[src/rtl/multicycle_controller.sv]
// Multicycle MIPS control unit: Moore FSM over one shared memory port and ALU, with a
// bounded mem_ready wait. Define MULTICYCLE_BNE_EN to add bne support.
module multicycle_controller #(
   parameter int ALUC_W  = 3,
   parameter int TIMEOUT = 16,
   parameter int CNT_W   = 5
) (
   input  logic              clk,
   input  logic              reset,
   input  logic [5:0]        opcode,
   input  logic [5:0]        funct,
   input  logic              zero,
   input  logic              mem_ready,
   output logic              MemRead,
   output logic              MemWrite,
   output logic              IorD,
   output logic              IRWrite,
   output logic              RegDst,
   output logic              MemToReg,
   output logic              RegWrite,
   output logic              ALUSrcA,
   output logic [1:0]        ALUSrcB,
   output logic [1:0]        PCSrc,
   output logic              PCWrite,
   output logic [ALUC_W-1:0] alucontrol,
   output logic [1:0]        LoadByte,
   output logic              mem_timeout,
   output logic [3:0]        state
);

   typedef enum logic [3:0] {
      S_FETCH  = 4'd0,  S_DECODE = 4'd1,  S_MEMADR = 4'd2,  S_MEMRD  = 4'd3,
      S_MEMWB  = 4'd4,  S_MEMWR  = 4'd5,  S_EXEC   = 4'd6,  S_ALUWB  = 4'd7,
      S_BRANCH = 4'd8,  S_ADDIEX = 4'd9,  S_ADDIWB = 4'd10, S_JUMP   = 4'd11
   } state_e;

   localparam logic [5:0] OP_RTYPE = 6'b000000;
   localparam logic [5:0] OP_LW    = 6'b100011;
   localparam logic [5:0] OP_SW    = 6'b101011;
   localparam logic [5:0] OP_LB    = 6'b100000;
   localparam logic [5:0] OP_LBU   = 6'b100100;
   localparam logic [5:0] OP_BEQ   = 6'b000100;
   localparam logic [5:0] OP_ADDI  = 6'b001000;
   localparam logic [5:0] OP_J     = 6'b000010;
`ifdef MULTICYCLE_BNE_EN
   localparam logic [5:0] OP_BNE   = 6'b000101;
`endif

   localparam logic [2:0] ALU_ADD = 3'b010;
   localparam logic [2:0] ALU_SUB = 3'b110;
   localparam logic [2:0] ALU_AND = 3'b000;
   localparam logic [2:0] ALU_OR  = 3'b001;
   localparam logic [2:0] ALU_SLT = 3'b111;

   localparam logic [CNT_W-1:0] CNT_LAST = CNT_W'(TIMEOUT - 1);

   state_e           state_q, state_d;
   logic [CNT_W-1:0] cnt_q, cnt_d;
   logic             timeout_q, timeout_d;
   logic             mem_state;
   state_e           mem_next;
   logic [2:0]       alu_code;

   always_comb begin
      // NOTE: every variable gets a default before the case so no path can infer a latch.
      state_d   = S_FETCH;
      cnt_d     = '0;
      timeout_d = 1'b0;
      mem_state = 1'b0;
      mem_next  = S_FETCH;
      case (state_q)
         S_FETCH:  begin mem_state = 1'b1; mem_next = S_DECODE; end
         S_DECODE: begin
            case (opcode)
               OP_RTYPE:                    state_d = S_EXEC;
               OP_LW, OP_SW, OP_LB, OP_LBU: state_d = S_MEMADR;
               OP_BEQ:                      state_d = S_BRANCH;
`ifdef MULTICYCLE_BNE_EN
               OP_BNE:                      state_d = S_BRANCH;
`endif
               OP_ADDI:                     state_d = S_ADDIEX;
               OP_J:                        state_d = S_JUMP;
               default:                     state_d = S_FETCH;
            endcase
         end
         S_MEMADR: state_d = (opcode == OP_SW) ? S_MEMWR : S_MEMRD;
         S_MEMRD:  begin mem_state = 1'b1; mem_next = S_MEMWB; end
         S_MEMWR:  begin mem_state = 1'b1; mem_next = S_FETCH; end
         S_EXEC:   state_d = S_ALUWB;
         S_ADDIEX: state_d = S_ADDIWB;
         default:  state_d = S_FETCH;
      endcase
      // A late mem_ready on the last allowed cycle still completes the access.
      if (mem_state) begin
         if (mem_ready) begin
            state_d = mem_next;
         end else if (cnt_q == CNT_LAST) begin
            state_d   = S_FETCH;
            timeout_d = 1'b1;
         end else begin
            state_d = state_q;
            cnt_d   = cnt_q + CNT_W'(1);
         end
      end
   end

   always_ff @(posedge clk) begin
      // NOTE: sequential state uses non-blocking assignments only.
      if (!reset) begin
         state_q   <= S_FETCH;
         cnt_q     <= '0;
         timeout_q <= 1'b0;
      end else begin
         state_q   <= state_d;
         cnt_q     <= cnt_d;
         timeout_q <= timeout_d;
      end
   end

   always_comb begin
      MemRead  = 1'b0;  MemWrite = 1'b0;  IorD     = 1'b0;  IRWrite  = 1'b0;
      RegDst   = 1'b0;  MemToReg = 1'b0;  RegWrite = 1'b0;  ALUSrcA  = 1'b0;
      ALUSrcB  = 2'b00; PCSrc    = 2'b00; PCWrite  = 1'b0;  alu_code = ALU_AND;
      LoadByte = 2'b00;
      case (state_q)
         S_FETCH: begin
            MemRead  = 1'b1;
            ALUSrcB  = 2'b01;
            alu_code = ALU_ADD;
            IRWrite  = mem_ready;
            PCWrite  = mem_ready;
         end
         S_DECODE: begin ALUSrcB = 2'b11; alu_code = ALU_ADD; end
         S_MEMADR, S_ADDIEX: begin ALUSrcA = 1'b1; ALUSrcB = 2'b10; alu_code = ALU_ADD; end
         S_MEMRD:  begin MemRead = 1'b1; IorD = 1'b1; end
         S_MEMWB: begin
            MemToReg = 1'b1;
            RegWrite = 1'b1;
            LoadByte = (opcode == OP_LB) ? 2'b01 : (opcode == OP_LBU) ? 2'b10 : 2'b00;
         end
         S_MEMWR:  begin MemWrite = 1'b1; IorD = 1'b1; end
         S_EXEC: begin
            ALUSrcA = 1'b1;
            case (funct)
               6'b100010: alu_code = ALU_SUB;
               6'b100100: alu_code = ALU_AND;
               6'b100101: alu_code = ALU_OR;
               6'b101010: alu_code = ALU_SLT;
               default:   alu_code = ALU_ADD;
            endcase
         end
         S_ALUWB:  begin RegDst = 1'b1; RegWrite = 1'b1; end
         S_BRANCH: begin
            ALUSrcA  = 1'b1;
            alu_code = ALU_SUB;
            PCSrc    = 2'b01;
`ifdef MULTICYCLE_BNE_EN
            PCWrite  = (opcode == OP_BNE) ? ~zero : zero;
`else
            PCWrite  = zero;
`endif
         end
         S_ADDIWB: RegWrite = 1'b1;
         S_JUMP:   begin PCSrc = 2'b10; PCWrite = 1'b1; end
         default: ;
      endcase
      // Architectural writes are suppressed while reset is held, even mid-access.
      if (!reset) begin
         IRWrite  = 1'b0;
         PCWrite  = 1'b0;
         RegWrite = 1'b0;
         MemWrite = 1'b0;
      end
   end

   assign alucontrol  = ALUC_W'(alu_code);
   assign mem_timeout = timeout_q;
   assign state       = state_q;

endmodule

[config.mk]
export PLATFORM = sky130hd
export DESIGN_NAME = multicycle_controller
export DESIGN_NICKNAME = d
export VERILOG_FILES = /design/src/rtl/multicycle_controller.sv
export SDC_FILE = /design/constraint.sdc
export NUM_CORES = 1
export LEC_CHECK = 0
export ABC_AREA = 1
export BUFFER_PORTS_ARGS = -buffer_cell sky130_fd_sc_hd__buf_2
export CAP_MARGIN = 20
export CORE_MARGIN = 1
export CORE_UTILIZATION = 38
export DETAILED_ROUTE_END_ITERATION = 8
export PLACE_DENSITY = 0.79
export SLEW_MARGIN = 20
export SYNTH_ARGS = -nofsm -noshare
export SYNTH_HDL_FRONTEND = slang
export SYNTH_SLANG_ARGS = --single-unit
[constraint.sdc]
create_clock -name clk -period 2.05 [get_ports clk]
set_input_delay 0.1025 -clock clk [delete_from_list [all_inputs] [get_ports clk]]
set_output_delay 0.1025 -clock clk [all_outputs]
set_load 0.01 [all_outputs]
== After elaboration in Yosys (flattened, before gate mapping) ==
Cells that the tools add are included.

* Output and inout port bits: 23
* Register bits after elaboration: 10
* Bits of input ports: 16
* Logic and storage cells: 71

* Equal/unequal tests: 24
* Reductions and logical operators: 12
* Multiplexer cells: 29
* Bitwise logic cells: 2
* Add/sub/neg operators: 1

{| class="wikitable"
|+ Operators by type and width
! cell !! count
|-
| 6-bit == test, second input constant || 8
|-
| 4-bit one-hot mux with 5 select lines || 1
|-
| 4-bit by 3-bit == test with 1-bit output, second input constant || 4
|-
| 4-bit == test, second input constant || 4
|-
| 4-bit one-hot mux with 4 select lines || 1
|-
| 4-bit OR reduction || 4
|-
| 1-bit 2-to-1 mux || 14
|-
| 4-bit 2-to-1 mux || 3
|-
| 3-bit one-hot mux with 4 select lines || 1
|-
| 3-bit one-hot mux with 3 select lines || 1
|-
| 3-bit OR reduction || 3
|-
| 4-bit by 2-bit == test with 1-bit output, second input constant || 2
|-
| 6-bit by 2-bit == test with 1-bit output, second input constant || 1
|-
| 6-bit by 3-bit == test with 1-bit output, second input constant || 1
|-
| 6-bit by 4-bit == test with 1-bit output, second input constant || 1
|-
| 6-bit logical NOT || 1
|-
| 2-bit 2-to-1 mux || 3
|-
| 2-bit one-hot mux with 3 select lines || 1
|-
| 3-bit one-hot mux with 2 select lines || 1
|-
| 2-bit OR reduction || 3
|-
| 5-bit by 1-bit adder with 5-bit output, second input constant || 1
|-
| 5-bit by 4-bit == test with 1-bit output, second input constant || 1
|-
| 4-bit by 1-bit == test with 1-bit output, second input constant || 1
|-
| 4-bit logical NOT || 1
|-
| other kinds (5) || 6
|}

== Logic depth before layout (Yosys ltp) ==
* Depth after elaboration: 5
* Depth in mapped cells: 9
* Mapped depth without buffers: 9

== Least setup slack after synthesis ==
Ideal clock, no wire load.

* Path type: reg-to-reg
* From: register cnt_q[0]
* To: register state_q[2] (netlist: state[2])
* Arrival: 1217 ps
* Slack: 717 ps
* Clock period less this slack: 1333 ps
* Stages on the path, launching flop included: 8
* Path buffers: 0
* Path through: dfxtp_1 -> ha_1 -> and3_1 -> ha_1 -> inv_1 -> nand3_2 -> o21ai_0 -> nor2_1

* Word-level cells in the longest chain between the ends: 2

{| class="wikitable"
|+ Ends and longest elaborated chain
! what !! RTL line !! text
|-
| start: declaration || 58 || <nowiki>logic [CNT_W-1:0] cnt_q, cnt_d;</nowiki>
|-
| start signal: assignment || 115 || <nowiki>cnt_q <= cnt_d;</nowiki>
|-
| 5-bit by 4-bit == test with 1-bit output || 97 || <nowiki>end else if (cnt_q == CNT_LAST) begin</nowiki>
|-
| 3-bit by 2-bit inequality test with 1-bit output (no source line) || - ||
|-
| end signal: assignment || 114 || <nowiki>state_q <= state_d;</nowiki>
|-
| end: declaration || 57 || <nowiki>state_e state_q, state_d;</nowiki>
|}

No other way between the ends.
A chain may end at the register's enable or synchronous reset.

== Worst setup path in the final report ==
* From: register state_q[2] (netlist: state[2])
* To: output alucontrol[1]

* Word-level cells in the longest chain between the ends: 3
* Elaborated cells on any way between the ends: 8
* Those cells by class: eq/ne: 5; mux: 1; reduce/logical: 2

{| class="wikitable"
|+ Ends and longest elaborated chain
! what !! RTL line !! text
|-
| 4-bit by 2-bit == test with 1-bit output (tied with other cells) || 125 || <nowiki>case (state_q)</nowiki>
|-
| 4-bit OR reduction (no source line) || - ||
|-
| 3-bit one-hot mux with 3 select lines * || 125 ||
|-
| end: declaration || 25 || <nowiki>output logic [ALUC_W-1:0] alucontrol,</nowiki>
|}

Every way passes the cells marked *; elsewhere a longest branch is shown, timed or not.

==> impl_metrics.py <==
metrics = {
    "placed_design": {
        "placed_cells_incl_taps": 215,
        "hpwlAfterDp_mm": 1.61,
        "placement.cell_area_sq_mm": 0.00108,
        "portBuffers": 38,
        "place_congestion": 0.902,
    },
    "timing": {
        "fin_crit_ps": 1710,
        "setup_tns_ps": 0,
        "slew_violations": 0,
        "grt_setup_unrepaired": "false",
        "fmax_mhz": 584,
        "setup_viol": 0,
        "period_utilization_pct": 83.5,
        "timing_hold_violations_final": 0,
        "setup_skew_ps": 6.61,
        "timing.max_slew.rel_slack_pct": 79.3,
        "worstMarginPinSlew_ps": 310,
    },
    "cts": {
        "cts-buffers-inserted": 3,
        "htree_levels": 1,
        "ctsResizeCount": 0,
        "clock_latency_ps": 270,
        "cts_setup_buffers": 0,
        "root_buffer": "clkbuf_4",
        "tritoncts": "built",
        "clkSinkCount": 10,
        "clock_slew_at_the_register_clock_pins_of_the_worst_setup_and_hold_paths_ps": 70,
        "clockBufferDepth": 2,
        "cts.hold.buffers_added": 0,
    },
    "final_layout": {
        "post-route-cell-area_sq_mm": 0.00112,
        "postLayoutCoreUtil_pct": 54.7,
        "drive_gt1_share_pct": 31.8,
        "antenna-diode-count": 0,
        "syn_to_final_growth_pct": 29.6,
        "design.final.nets": 211,
        "final-instance-count-excl-fill": 219,
    },
    "power_and_ir_drop": {
        "cellLeakagePower_nw": 0.692,
        "power_density_mw_per_mm2": 534,
        "vdd.ir_drop.worst_mv": 0.508,
    },
    "global_route": {
        "first_global_vias": 854,
        "grt_antenna_before_repair": 0,
        "grt_use_total_pct": 16.7,
        "grt.overflow.total": 0,
        "grt_first_pass_wirelength_mm": 3.23,
        "largest_net_degree_at_the_start_of_global_routing": 10,
    },
    "critical_path": {
        "worstSetupPathType": "flip-flop to output pin",
        "crit_fanout": 6,
        "worst_ep_required_time_ps": 1950,
        "arrival_ps": 1610,
        "timing.critical_path.buf_inv": 2,
        "critical_path.cell_chain": "inv_1 > nand2_1 > nor2_2 > a21oi_1 > o21ai_2 > nor3_2 > nand2_1 > buf_2",
        "cpPeakStageDelay_ps": 420,
        "worst_path_most_repeated_cell": "nand2_1",
        "critical-path-top-delay-family": "flip-flops",
        "cpMaxStageDelayCell": "dfxtp_1",
        "crit_path_end_kind": "output pin",
        "r2r_slack_ps": 630,
        "startpoint_types": "flip-flop",
    },
    "routing": {
        "antenna_violating_nets_post_route": 0,
        "detailroute.via_count": 1018,
        "drt_drc_violations_left": 0,
        "dr.first_iter.drc_count": 23,
        "routed_wirelength_mm": 1.89,
        "drt-pass1-iter-count": 4,
        "avgRoutedWirePerCell_microns": 8.61,
        "detail_route.vias_per_cell": 4.65,
    },
    "status": {
        "status": "completed",
    },
    "die": {
        "std_cell_rows": 16,
        "top_level_ports": 39,
        "floorplan_core_area_sq_mm": 0.00204,
        "die_height_microns": 49.6,
        "floorplan.initialDensity_pct": 42.2,
        "die-area_sq_mm": 0.00246,
        "die_x_microns": 49.6,
    },
    "yosys": {
        "compound_cell_area_share_of_the_yosys_netlist_pct": 6.82,
        "synth_seq_area_share_pct": 23.2,
        "muxShareOfSynthArea_pct": 0,
        "gate_count_of_the_mapped_netlist": 151,
        "synth-simple-area-share_pct": 50.9,
        "synth_xor_xnor_area_share_pct": 2.03,
        "ys_warn_count": 0,
        "synth.lib_cells_used.distinct": 23,
        "synth_top_family_by_area": "simple AND/OR/NAND/NOR gates",
        "post_synth_instance_area_sq_um": 862,
        "post-synth-top-area-fraction_pct": 23.2,
        "postSynthAreaPerCell_sq_um": 5.71,
        "netlist_top_cells_area": "dfxtp_1 (23%), inv_1 (12%), nand2_1 (12%)",
        "synth_adder_area_share_pct": 2.90,
        "synth.net_count": 169,
        "synth.ff_latch_count": 10,
        "synth_area_leader_cell": "dfxtp_1",
    },
    "job": {
        "cap_viol_max_count": 0,
    },
    "hold_path": {
        "worstHoldPathType": "input pin to flip-flop",
    },
}
[tightest hold or removal path, delay by kind of cell]
family	cells	cell delay, ps
and+or+nand+nor	2	120
buffers and inverters	2	170
[area by class of cell]
cell class                 instances  area (sq um)
tap                               27          33.8
sequential                        10           200
inverter                          31           116
clock buffer                       4          36.3
fill                             234           925
timing repair buffer              38           190
multi-input combinational        109           541
[cells in the final DEF (no fill, tap or decap), drive strengths merged]
cell type and count:
a21oi 3, and3 1, buf 38, clkbuf 4, clkinv 1, dfxtp 10, ha 2, inv 30
nand2 33, nand3 20, nand4 1, nor2 36, nor3 3, o21ai 8, xnor2 1, xor2 1
[metal layers]
layer	track usage [%]	vias up	routed length [microns]
met5	0	-	0
met4	4.29	0	14
met3	4.94	2	170
met2	26.8	39	807
met1	21.5	429	894
li1	-	548	-
[power breakdown]
group | total, mW | switching (mW) | internal (mW) | leakage (nW)
combinational | 0.204 | 0.128 | 0.0767 | 0.590
clock | 0.176 | 0.0680 | 0.108 | 0.0210
sequential | 0.216 | 0.0126 | 0.204 | 0.0812
[sequential cells by signal, summed over array words and instances, names as in the netlist]
| register | cells |
|---|---|
| cnt_q | 5 |
| mem_timeout | 1 |
| state | 4 |
[cells in the mapped netlist (all sizes together)]
cell type and number:
nand3 20, nand2 33, nand4 1, xnor2 1
xor2 1, nor3 3, clkbuf 1, ha 2
o21ai 8, nor2 36, dfxtp 10, and3 1
clkinv 1, inv 30, a21oi 3
[cells by family after synthesis]
logic type	count (synthesis)
AND/OR/NAND/NOR	94
buffers and inverters	32
AO/OA/AOI/OAI	11
flip-flops	10
XOR/XNOR	2
adder cells (fa/ha/maj)	2
[metrics by stage]
stage	worst slack [ps]	total power [mW]	hold slack, ps
after floorplan	717	0.357	288
after global placement	636	0.426	439
after detailed placement	639	0.424	440
after CTS	356	0.602	149
after global routing	194	0.639	162
final	338	0.597	156
[path summary, 6_finish.rpt]
kind | from | end | cells past startpoint
max | state[2] | alucontrol[1] | 8
max reg2reg | cnt_q[0] | cnt_q[3] | 8
min reg2reg | cnt_q[0] | cnt_q[0] | 1
min | mem_ready | mem_timeout | 4
No activity file was read; power rests on OpenSTA's default activity.
